--- src/rtl/stream_demux_reg.sv ---
// Registered stream demultiplexer: routes each input beat to one of N_OUP
// one-entry output registers; beats with an out-of-range select are dropped and counted.
module stream_demux_reg #(
    parameter type DATA_T    = logic,
    parameter int  N_OUP     = 2,
    parameter int  CNT_W     = 16,
    parameter int  LOG_N_OUP = (N_OUP > 1) ? $clog2(N_OUP) : 1
) (
    input  logic                  clk_i,
    input  logic                  rst_ni,
    input  DATA_T                 inp_data_i,
    input  logic [LOG_N_OUP-1:0]  inp_sel_i,
    input  logic                  inp_valid_i,
    output logic                  inp_ready_o,
    output DATA_T [N_OUP-1:0]     oup_data_o,
    output logic  [N_OUP-1:0]     oup_valid_o,
    input  logic  [N_OUP-1:0]     oup_ready_i,
    output logic                  drop_o,
    output logic  [CNT_W-1:0]     drop_cnt_o
);

    localparam logic [LOG_N_OUP:0] N_OUP_W = (LOG_N_OUP + 1)'(N_OUP);

    function automatic logic [CNT_W-1:0] sat_inc(input logic [CNT_W-1:0] v);
        return (&v) ? v : v + 1'b1;
    endfunction

    DATA_T [N_OUP-1:0]    data_p1;
    logic  [N_OUP-1:0]    vld_p1;
    logic                 drop_p1;
    logic  [CNT_W-1:0]    cnt_p1;

    logic [LOG_N_OUP-1:0] sel_idx_p0;
    logic                 sel_ok_p0;
    logic                 hs_p0;

    // Stage p0: select decode and combinational ready (ready follows oup_ready_i directly)
    assign sel_idx_p0  = (N_OUP == 1) ? '0 : inp_sel_i;
    assign sel_ok_p0   = (N_OUP == 1) || ({1'b0, inp_sel_i} < N_OUP_W);
    assign inp_ready_o = rst_ni &
                         (sel_ok_p0 ? (~vld_p1[sel_idx_p0] | oup_ready_i[sel_idx_p0]) : 1'b1);
    assign hs_p0       = inp_valid_i & inp_ready_o;

    // Stage p1: per-output registers; a load on k takes priority over draining k
    always_ff @(posedge clk_i) begin
        if (!rst_ni) begin
            data_p1 <= '0;
            vld_p1  <= '0;
            drop_p1 <= 1'b0;
            cnt_p1  <= '0;
        end else begin
            drop_p1 <= hs_p0 & ~sel_ok_p0;
            if (hs_p0 && !sel_ok_p0) begin
                cnt_p1 <= sat_inc(cnt_p1);
            end
            for (int k = 0; k < N_OUP; k++) begin
                if (hs_p0 && sel_ok_p0 && (sel_idx_p0 == LOG_N_OUP'(k))) begin
                    vld_p1[k]  <= 1'b1;
                    data_p1[k] <= inp_data_i;
                end else if (vld_p1[k] && oup_ready_i[k]) begin
                    vld_p1[k]  <= 1'b0;
                end
            end
        end
    end

    assign oup_data_o  = data_p1;
    assign oup_valid_o = vld_p1;
    assign drop_o      = drop_p1;
    assign drop_cnt_o  = cnt_p1;

`ifndef SYNTHESIS
    if (N_OUP < 1) begin : g_bad_n_oup
        $error("stream_demux_reg: N_OUP must be >= 1");
    end
    if (CNT_W < 1) begin : g_bad_cnt_w
        $error("stream_demux_reg: CNT_W must be >= 1");
    end

    a_inp_stable: assert property (@(posedge clk_i) disable iff (!rst_ni)
        (inp_valid_i && !inp_ready_o) |=>
            (!inp_valid_i || ($stable(inp_data_i) && $stable(inp_sel_i))));

    for (genvar k = 0; k < N_OUP; k++) begin : g_oup_chk
        a_oup_hold: assert property (@(posedge clk_i) disable iff (!rst_ni)
            (oup_valid_o[k] && !oup_ready_i[k]) |=>
                (oup_valid_o[k] && $stable(oup_data_o[k])));
    end
`endif

endmodule

--- config.mk ---
export PLATFORM = sky130hd
export DESIGN_NAME = stream_demux_reg
export DESIGN_NICKNAME = d
export VERILOG_FILES = /design/src/rtl/stream_demux_reg.sv
export SDC_FILE = /design/constraint.sdc
export NUM_CORES = 1
export LEC_CHECK = 0
export BUFFER_PORTS_ARGS = -buffer_cell sky130_fd_sc_hd__buf_2
export CORE_AREA = 3 3 40 42
export CTS_CLUSTER_SIZE = 16
export DETAILED_ROUTE_END_ITERATION = 8
export DIE_AREA = 0 0 43 45
export SETUP_SLACK_MARGIN = 0.3
export SYNTH_ARGS = -nofsm -noshare
export SYNTH_HDL_FRONTEND = slang
export SYNTH_SLANG_ARGS = --single-unit
--- constraint.sdc ---
create_clock -name clk_i -period 1.43 [get_ports clk_i]
set_input_delay 0.143 -clock clk_i [delete_from_list [all_inputs] [get_ports clk_i]]
set_output_delay 0.143 -clock clk_i [all_outputs]
set_load 0.01 [all_outputs]
Word level (Yosys, flattened, before mapping)
Index checks and enable logic that the tools add are counted.
W data, S select, Z words.
{"block": "op_classes", "bitwise": 5, "n_reduce_logical": 6, "muxes": 8, "magnitude_cmp": 1}
{"op": "$mux W1", "n": 8}
{"op": "$logic_and A1 B1 Y1", "n": 4}
{"op": "$reduce_bool A2 Y1", "n": 2}
{"op": "$and A1 B1 Y1", "n": 2}
{"op": "$lt A1 B2 Y1 const B", "n": 1}
{"op": "$not A1 Y1", "n": 2}
{"op": "$or A1 B1 Y1", "n": 1}
{"block": "totals", "inputBits": 7, "output_inout_bits": 22, "reg_bits": 4, "elab_cells": 24}

Longest topological paths before layout
{"block": "depth", "depth_word": 8, "ltp_mapped": 3, "ltp_nobuf": 3}

Worst setup path after synthesis
OpenSTA, ideal clock, no wires.
{"block": "synth_path", "path_kind": "register -> output", "from": "register vld_p1[0], in the netlist oup_valid_o[0]", "to": "output port inp_ready_o", "arrival_time_ns": 0.713, "n_path_buf": 0, "path_stages_with_launch": 3, "setup_slack_ns": 0.574, "required_ns": 1.287, "cell_sequence": "dfxtp_1 > nand2b_2 > o211a_1"}
{"block": "synth_via", "elab_chain_len": 5}
{"item": "from (decl)", "line": "29", "rtl": "logic [N_OUP-1:0] vld_p1;"}
{"item": "from (signal assigned)", "line": "48", "rtl": "vld_p1 <= '0;"}
{"item": "from (signal, indexed assignment)", "line": "58", "rtl": "vld_p1[k] <= 1'b1;"}
{"item": "from (signal, indexed assignment)", "line": "61", "rtl": "vld_p1[k] <= 1'b0;"}
{"item": "$mux W1 (implied by the code) (2 in series)", "line": "41", "rtl": "(sel_ok_p0 ? (~vld_p1[sel_idx_p0] | oup_ready_i[sel_idx_p0]) : 1'b1);"}
{"item": "$not A1 Y1", "line": "41"}
{"item": "$or A1 B1 Y1", "line": "41"}
{"item": "$and A1 B1 Y1", "line": "40", "rtl": "assign inp_ready_o = rst_ni &"}
{"item": "to (decl)", "line": "14", "rtl": "output logic inp_ready_o,"}
No other way between the ends. The select of a mux whose other input is x is not followed.

Worst setup path after layout
Ends and elaborated chain as after synthesis.

==> flow_summary_export.csv <==
group,metric,value,unit
timing,setup_viol,0,
setup_path,worstSetupStartpoint,"oup_valid_o[0]",
die,dieHeight,45,µm
timing,slew_violations,0,
yosys,synthTopCellsByArea,"buf_4 39%, dfxtp_1 25%, nand2b_4 8.4%",
detailed_routing,drc_errors,0,
layout,fin_area,376.6,µm²
cts,cts_tree,"done",
yosys,synth_top_cell_by_area,"buf_4",
yosys,synth_top_area_share,39.08,%
placed_design,portBuffers,11,
detailed_routing,routed_wl,534,µm
timing,rsz0062_at_grt,"yes",
layout,nets,61,
placed_design,routabilityCongestion,0.6603,
layout,num-fill-cells,156,
yosys,yosysSeqAreaShare,24.52,%
global_routing,grt_pass1_wl,834,µm
run_status,run_status,"complete, no violations",
detailed_routing,wl_per_cell,7.970,µm
die,fp.coreArea,0.001285,mm²
detailed_routing,drtIter0Drc,2,
yosys,ys_seq_elements,4,
yosys,postSynthCellCount,37,
die,die_width,43,µm
timing,finalCritPeriodShare,77.04,%
setup_path,reg2reg_from,"oup_valid_o[0]",
global_routing,grt_max_degree,7,
die,io_pins,29,
setup_path,reg2reg_depth,5,
layout,diodes,0,
setup_path,start_kind,"flop",
detailed_routing,dr.pass1.iters,3,
placed_design,dp.cells,62,
placed_design,postPlaceCellArea,332.8,µm²
detailed_routing,vias_per_cell,3.657,
layout,drive_gt1_share,38.46,%
yosys,synth.distinct_cells,12,
layout,seq_area,81.33,µm²
die,start_util,25.41,%
layout,instances_no_fill,67,
cts,clk_pin_slew,40,ps
setup_path,crit_type,"reg2out",
timing,finalClockSkew,0.02715,ps
setup_path,critPathCapture,"inp_ready_o",
timing,finalWorstSetupSlack,328.3,ps
cts,clockRootBuffer,"clkbuf_4",
cts,htree_levels,1,
layout,area_growth,15.33,%
power,p_per_area,878.8,mW/mm²
job,max-cap-violations,0,
timing,hold_viol,0,
power,p_leak,0.0002234,µW
die,row_count,13,
detailed_routing,num_vias,245,
cts,numCtsBuffers,3,
global_routing,globalRouteOverflowTotal,0,
cts,cts_max_path_buffers,2,
global_routing,grt_usage,6.511,%
placed_design,pre_cts_slack,494.0,ps
setup_path,crit_required,1290,ps
power,worst_ir_drop_vdd,401.5,µV
yosys,synth_warnings,0,
timing,setup_tns,0,ps
setup_path,reg2reg_to,"oup_data_o[0]",
setup_path,reg2reg_slack,500,ps
timing,period_minus_slack,1102,ps
yosys,syn_area_per_cell,8.826,µm²
yosys,syn_area,326.6,µm²
worst_hold_path,holdCritPathClass,"in2reg",
global_routing,grt_pass1_vias,217,
timing,fmax,0.9077,GHz
setup_path,crit_arrival,960,ps
power,finalPower,331.0,µW
die,fp.dieArea,0.001935,mm²
detailed_routing,antenna_left,0,
layout,multi_input_area,183.9,µm²
cts,cts.sinks,4,
setup_path,crit_fanout,2,
cts,clkLatencyLatePin,230,ps
setup_path,end_kind,"primary output",
global_routing,antenna_found_initial,0,
-- how the worst min path moves through the flow --
| stage | from | end | slack, ps | cells past startpoint |
|---|---|---|---|---|
| 6_report | inp_data_i | oup_data_o[0] | 180 | 3 |
| 5_1_grt | inp_data_i | oup_data_o[0] | 190 | 3 |
| 4_1_cts | inp_data_i | oup_data_o[0] | 180 | 3 |
| 3_5_place_dp | inp_data_i | oup_data_o[0] | 430 | 3 |
| 3_3_place_gp | inp_data_i | oup_data_o[0] | 430 | 3 |
| 2_1_floorplan | inp_sel_i | oup_valid_o[1] | 290 | 2 |
-- layout make-up --
| type | instances | share of cell area, % |
|---|---|---|
| flip-flops and latches | 4 | 21.59 |
| clock buffers | 3 | 5.980 |
| multi-input cells | 32 | 48.84 |
| repair buffers | 13 | 18.60 |
| well taps | 15 | 4.983 |
-- report_power, final --
group,internal (µW),switching (µW)
logic,26.9,41.4
registers,119,3.71
clock network,93.9,46.5
-- placed cells by master, fill, tap and decap left out --
master,count
nand3_1,1
nand3b_1,1
dfxtp_2,1
clkbuf_4,3
a21boi_0,2
mux2i_1,2
nand2_1,4
buf_2,11
o211a_1,1
buf_4,2
conb_1,17
nand2b_4,3
dfxtp_1,3
nand2b_1,1
-- synth_stat cells --
cell,number
nand3b_1,1
nand2_1,4
a21boi_0,2
dfxtp_1,4
nand2b_1,1
nand3_1,1
buf_4,17
mux2i_1,2
nand2b_4,2
nand2b_2,1
conb_1,1
o211a_1,1
-- stage by stage --
step,hold WS [ps],utilization (%)
2_1_floorplan,290.4,-
3_3_place_gp,426.5,25.90
3_5_place_dp,433.8,25.90
4_1_cts,184.1,28.72
5_1_grt,190.1,29.31
6_report,184.1,29.31
-- flip-flops by register name, summed over array words and instances (netlist names) --
register,count
oup_valid_o,2
oup_data_o,2
-- routing by layer --
layer	global-route usage (%)	share of wire, %	vias to the layer above
met5	0	0	-
met4	1.807	0	0
met3	7.968	21	0
met2	9.281	46	20
met1	5.825	33	110
li1	-	-	115
-- critical path, stage by stage, from the launching register on --
cell and delay, ps:
dfxtp_2 340, nand2b_4 50, o211a_1 200, buf_2 130
-- repair_timing --
action	4_1_cts	5_1_grt
hold buffers	0	0
setup buffers	1	1
pin swaps	1	1
endpoints found under the setup margin	1	1
resized for setup	2	0
-- cells by family after synthesis --
logic type / share of synthesized area [%]
mux: 6.131
flops: 24.52
simple gates: 21.46
compound gates: 7.662
other cells: 1.148
buf+inv: 39.08
(Power assumes the default switching activity.)
